$ cat config.mk
export PLATFORM = sky130hd
export DESIGN_NAME = fetch_prefetch
export DESIGN_NICKNAME = d
export VERILOG_FILES = /design/src/rtl/fetch_prefetch.sv
export SDC_FILE = /design/constraint.sdc
export NUM_CORES = 1
export LEC_CHECK = 0
export CAP_MARGIN = 20
export CORE_MARGIN = 1
export CORE_UTILIZATION = 50
export DETAILED_ROUTE_END_ITERATION = 12
export GPL_ROUTABILITY_DRIVEN = 0
export GPL_TIMING_DRIVEN = 0
export PLACE_DENSITY = 0.81
export SLEW_MARGIN = 20
export SYNTH_ARGS = -nofsm -noshare
export SYNTH_HDL_FRONTEND = slang
export SYNTH_SLANG_ARGS = --single-unit
$ cat constraint.sdc
create_clock -name clk -period 10.5 [get_ports clk]
set_input_delay 2.1 -clock clk [delete_from_list [all_inputs] [get_ports clk]]
set_output_delay 2.1 -clock clk [all_outputs]
set_load 0.02 [all_outputs]
$ cat src/rtl/fetch_prefetch.sv
// fetch_prefetch: prefetching instruction fetch unit for the RV32I pipeline.
// Keeps up to MAX_OUTSTANDING memory reads in flight, queues returned words
// with their PCs, and hands them to decode over a valid/ready handshake.
// Redirects flush the queue and discard responses to requests already in flight.
module fetch_prefetch #(
    parameter logic [31:0] PC_RESET        = 32'h0000_0000,
    parameter int unsigned FIFO_DEPTH      = 4,
    parameter int unsigned MAX_OUTSTANDING = 2
) (
    input  logic        clk,
    input  logic        rst,
    output logic [31:0] main_memory_instr_addr,
    output logic        main_memory_instr_req,
    input  logic [31:0] main_memory_instr,
    input  logic        main_memory_instr_ack,
    output logic [31:0] fetch_instr,
    output logic [31:0] fetch_pc,
    output logic        fetch_valid,
    input  logic        fetch_ready,
    input  logic        execute_change_pc,
    input  logic [31:0] execute_next_pc,
    input  logic        writeback_change_pc,
    input  logic [31:0] writeback_next_pc
);
    localparam int unsigned QW = (FIFO_DEPTH > 1) ? $clog2(FIFO_DEPTH) : 1;
    localparam int unsigned CW = $clog2(FIFO_DEPTH + 1);
    localparam int unsigned OW = $clog2(MAX_OUTSTANDING + 1);
    localparam int unsigned PW = (MAX_OUTSTANDING > 1) ? $clog2(MAX_OUTSTANDING) : 1;
    localparam logic [PW-1:0] PEND_LAST = PW'(MAX_OUTSTANDING - 1);

    logic [31:0]   req_pc_q, req_pc_d;
    logic [31:0]   addr_q, addr_d;
    logic          req_q, req_d;
    logic [CW-1:0] count_q, count_d;
    logic [QW-1:0] rd_ptr_q, rd_ptr_d, wr_ptr_q, wr_ptr_d;
    logic [OW-1:0] out_q, out_d, drop_q, drop_d;
    logic [PW-1:0] pend_rd_q, pend_rd_d, pend_wr_q, pend_wr_d;

    logic [31:0]   q_instr_q [FIFO_DEPTH];
    logic [31:0]   q_pc_q    [FIFO_DEPTH];
    logic [31:0]   pend_pc_q [MAX_OUTSTANDING];

    logic          redirect, ack, push, pop, issue;
    logic [31:0]   target;
    logic [OW-1:0] out_after_ack, live;
    int unsigned   credit_used;

    assign fetch_valid            = (count_q != '0);
    assign fetch_instr            = fetch_valid ? q_instr_q[rd_ptr_q] : '0;
    assign fetch_pc               = fetch_valid ? q_pc_q[rd_ptr_q] : '0;
    assign main_memory_instr_req  = req_q;
    assign main_memory_instr_addr = addr_q;

    // Issue decision, queue bookkeeping and redirect handling.
    always_comb begin
        redirect    = execute_change_pc | writeback_change_pc;
        target      = writeback_change_pc ? writeback_next_pc : execute_next_pc;
        target[1:0] = 2'b00;
        ack         = main_memory_instr_ack;
        pop         = fetch_valid & fetch_ready;
        push        = ack & (drop_q == '0) & ~redirect;

        // A same-cycle ack frees its slot, so L+1 slots sustain one req per cycle.
        out_after_ack = out_q - OW'(ack);
        // Live in-flight words plus queued words never exceed the queue size.
        live          = out_q - drop_q;
        credit_used   = 32'(live) + 32'(count_q);
        issue         = ~redirect && (credit_used < FIFO_DEPTH)
                        && (32'(out_after_ack) < MAX_OUTSTANDING);

        req_d    = issue;
        addr_d   = addr_q;
        req_pc_d = req_pc_q;
        if (redirect) begin
            req_pc_d = target;
        end else if (issue) begin
            addr_d   = req_pc_q;
            req_pc_d = req_pc_q + 32'd4;
        end

        out_d  = out_after_ack + OW'(issue);
        drop_d = drop_q;
        if (redirect) begin
            drop_d = out_after_ack;
        end else if (ack && (drop_q != '0)) begin
            drop_d = drop_q - OW'(1);
        end

        count_d  = count_q + CW'(push) - CW'(pop);
        rd_ptr_d = rd_ptr_q + QW'(pop);
        wr_ptr_d = wr_ptr_q + QW'(push);
        if (redirect) begin
            count_d  = '0;
            rd_ptr_d = '0;
            wr_ptr_d = '0;
        end

        // PC tags follow every request, dropped or not, so they stay aligned.
        pend_wr_d = pend_wr_q;
        pend_rd_d = pend_rd_q;
        if (issue) pend_wr_d = (pend_wr_q == PEND_LAST) ? '0 : pend_wr_q + PW'(1);
        if (ack)   pend_rd_d = (pend_rd_q == PEND_LAST) ? '0 : pend_rd_q + PW'(1);
    end

    // Control state with asynchronous active-low reset.
    always_ff @(posedge clk or negedge rst) begin
        if (!rst) begin
            req_pc_q  <= PC_RESET;
            addr_q    <= PC_RESET;
            req_q     <= 1'b0;
            count_q   <= '0;
            rd_ptr_q  <= '0;
            wr_ptr_q  <= '0;
            out_q     <= '0;
            drop_q    <= '0;
            pend_rd_q <= '0;
            pend_wr_q <= '0;
        end else begin
            req_pc_q  <= req_pc_d;
            addr_q    <= addr_d;
            req_q     <= req_d;
            count_q   <= count_d;
            rd_ptr_q  <= rd_ptr_d;
            wr_ptr_q  <= wr_ptr_d;
            out_q     <= out_d;
            drop_q    <= drop_d;
            pend_rd_q <= pend_rd_d;
            pend_wr_q <= pend_wr_d;
        end
    end

    // Data storage for the instruction queue and in-flight PC tags.
    always_ff @(posedge clk) begin
        if (push) begin
            q_instr_q[wr_ptr_q] <= main_memory_instr;
            q_pc_q[wr_ptr_q]    <= pend_pc_q[pend_rd_q];
        end
        if (issue) begin
            pend_pc_q[pend_wr_q] <= req_pc_q;
        end
    end

endmodule
==> key figures <==
Outcome
  – Status: completed

Logic synthesis
  – Post-Syn Area: 15500 sq um
  – Cell taking the most area after synthesis: edfxtp_1
  – Synth unique cells: 56
  – Cell with the most instances after synthesis: edfxtp_1
  – Simple-Gate Fraction of Synth Area: 9.07%
  – Most common library cells after synthesis: edfxtp_1 (308), nand2_1 (118), dfrtp_1 (74)
  – Synth Area in Compound Gates: 2.37%
  – Sequential fraction of the synthesis area: 71.8%
  – Cells after synthesis: 932
  – Ys Warns: 0
  – Ys async rst share: 19.4%
  – Synth Area in Adders: 0.858%
  – Largest family of logic cells by synthesized area: multiplexers
  – EDFF count, synth: 308
  – Post-synth top area share: 59.8%
  – Most used DFF post-synth: edfxtp_1
  – Synth Area in XOR/XNOR: 0.963%
  – Syn avg cell area: 16.6 sq um
  – Portion of netlist area occupied by mux cells: 13.2%
  – Area contributors post-synth: edfxtp_1 (60%), dfrtp_1 (12%), mux4_2 (9.0%)
  – Flop and latch count out of synthesis: 382

Placed design
  – Count of port buffers added during placement: 190
  – Dpl ws: 5.30 ns
  – HPWL Detailed: 23000 microns
  – Placed insts: 1541

Final layout
  – Fin cells: 1614
  – Layout cells sized above 1: 16.3%
  – Syn-to-layout area delta: 25.7%
  – Final layout net count: 1298

Worst setup path
  – Setup CP Type: flop to output pin
  – Nature of the critical path startpoint: flop
  – Crit Path Max Fanout: 10
  – CP Cell Sequence: clkbuf_1, buf_2, mux4_2, nor2b_1, clkdlybuf4s50_1
  – CP max stage delay: 0.60 ns
  – Data arrival, critical path: 3.21 ns
  – CP max-delay cell: mux4_2
  – CP Capture Type: output pin
  – Critical path origin: rd_ptr_q[0]
  – R2r setup slk: 7.22 ns
  – CP required: 8.40 ns
  – Critical R2R Launch: count_q[1]

STA
  – Fin Clk Skew: 0.0139 ns
  – Post-route setup TNS: 0 ns
  – Slew HR: 52.2%
  – Post-layout minimum cycle time: 5.31 ns
  – Worst slew pin tran: 0.717 ns
  – RSZ-0062 raised after global routing: false
  – # setup viols final: 0
  – Final Hold Viols: 0
  – Max Fclk: 188 MHz
  – Setup ws final: 5.19 ns
  – Final worst path period share: 50.6%
  – Slew Viols, Final: 0

Clock tree
  – Clk slew on worst S/H paths: 0.06 ns
  – Clock Tree Buf Depth: 3
  – CTS tree: done
  – # Post-CTS Setup Buffers: 0
  – CTS Sinks: 382
  – CTS resizes: 0
  – Root Driver: clkbuf_16
  – Worst skew pair latency: 0.52 ns
  – Htree depth: 2
  – Cts hold-fix bufs: 0
  – Num CTS Buffers: 39

Drt
  – Vias per std cell: 5.51
  – Final wirelength: 33400 microns
  – Residual DRC: 0
  – DR vias: 8892
  – Initial DRC Count: 605
  – Detail Route Antenna Nets: 0
  – Drt wl/cell: 20.7 microns
  – TritonRoute pass-1 iters: 5

Floorplanning
  – Initial core utilization: 50.7%
  – Die X: 178 microns
  – I/O pins: 200
  – Die Ht: 178 microns
  – Core Area: 30500 sq um
  – Die footprint: 31600 sq um
  – Row cnt: 64

Min path
  – Hold WC Path Type: flop to flop
  – Worst Hold Launch: main_memory_instr_addr[25]

Power
  – P_leak: 6.82 nW
  – PD cells: 199 nW/um^2
  – Peak supply drop: 0.132 mV

GRT
  – First-pass GRT wire length: 51800 microns
  – Largest net degree at the start of global routing: 39
  – Total GRT Usage: 21.9%
  – Vias in the first global route: 9205
  – Initial antenna violation count: 0
  – Grt ovf: 0

Job
  – Max cap viols: 0
-- cell type report --
type                            instances  area, sq um
Antenna cell                            1         2.50
Buffer                                 47          218
Clock buffer                           62         1120
Clock inverter                         10         61.3
Fill cell                            2130        11100
Inverter                               11         41.3
Multi-Input combinational cell        495         4160
Sequential cell                       382        11100
Tap cell                              396          495
Timing Repair Buffer                  210         2240
-- path summary, 6_finish.rpt --
kind	depth (start not counted)	to
min in group asynchronous	1	main_memory_instr_addr[25]
worst min-delay path	2	main_memory_instr_addr[25]
max in group asynchronous	2	main_memory_instr_addr[11]
worst max register to register	12	count_q[2]
worst max-delay path	5	fetch_pc[21]
worst min register to register	2	main_memory_instr_addr[25]
-- stage by stage --
step                      area (sq um)  hold slack, ns  power, mW  utilization [%]
after floorplan                  15500           0.478       2.28                -
after global placement           17900           0.461       2.57             58.6
after detailed placement         18300           0.464       2.60             59.8
after CTS                        19400           0.486       3.89             63.7
after global routing             19400           0.503       4.01             63.7
final                            19400           0.488       3.86             63.7
-- flip-flops by register name, summed over array words and instances, names as in the netlist --
register                cells
req_pc_q                   30
count_q                     3
rd_ptr_q                    2
pend_pc_q                  60
pend_wr_q                   1
pend_rd_q                   1
out_q                       2
main_memory_instr_req       1
main_memory_instr_addr     30
q_instr_q                 128
drop_q                      2
wr_ptr_q                    2
q_pc_q                    120
-- power by group --
part	leakage (nW)	internal, mW	switching, mW
Sequential	3.69	1.81	0.0929
Combinational	2.55	0.302	0.374
Clock	0.578	0.736	0.541
-- cell usage in the layout (no fill, tap or decap), types with 6 or more instances in the layout --
cell	instances
clkbuf_16	39
dfrtp_1	74
nor2b_1	64
mux2_2	30
o21ai_0	11
o31ai_1	6
clkbuf_1	39
edfxtp_1	308
a21oi_1	26
nand3_1	11
buf_1	12
mux4_2	62
buf_4	11
inv_1	10
mux2i_1	31
nand4_1	11
ha_1	9
buf_16	7
nor2_1	31
buf_2	7
nand2_1	118
clkbuf_8	7
xnor2_1	12
clkdlybuf4s50_1	189
-- layer usage --
layer	global-route usage, %	vias up	wire length [microns]
met4	6.05	0	704
met2	37.4	351	16900
met1	29.2	4442	13700
met5	0	-	0
met3	3.68	61	2130
li1	-	4038	-
-- cell families (layout without fill, tap and decap cells) --
group                    after synthesis  after routing
buffers and inverters                 58            340
AO/OA/AOI/OAI                         62             62
XOR/XNOR                              17             17
AND/OR/NAND/NOR                      279            279
flip-flops                           382            382
multiplexers                         123            123
adder cells (fa/ha/maj)               10             10
other                                  1              5
-- critical path, delay by kind of cell (launching register included) --
kind,cells,cell delay [ns]
mux,1,0.60
simple gates,1,0.15
buf+inv,3,1.57
flops,1,0.36
(Power assumes the default switching activity.)
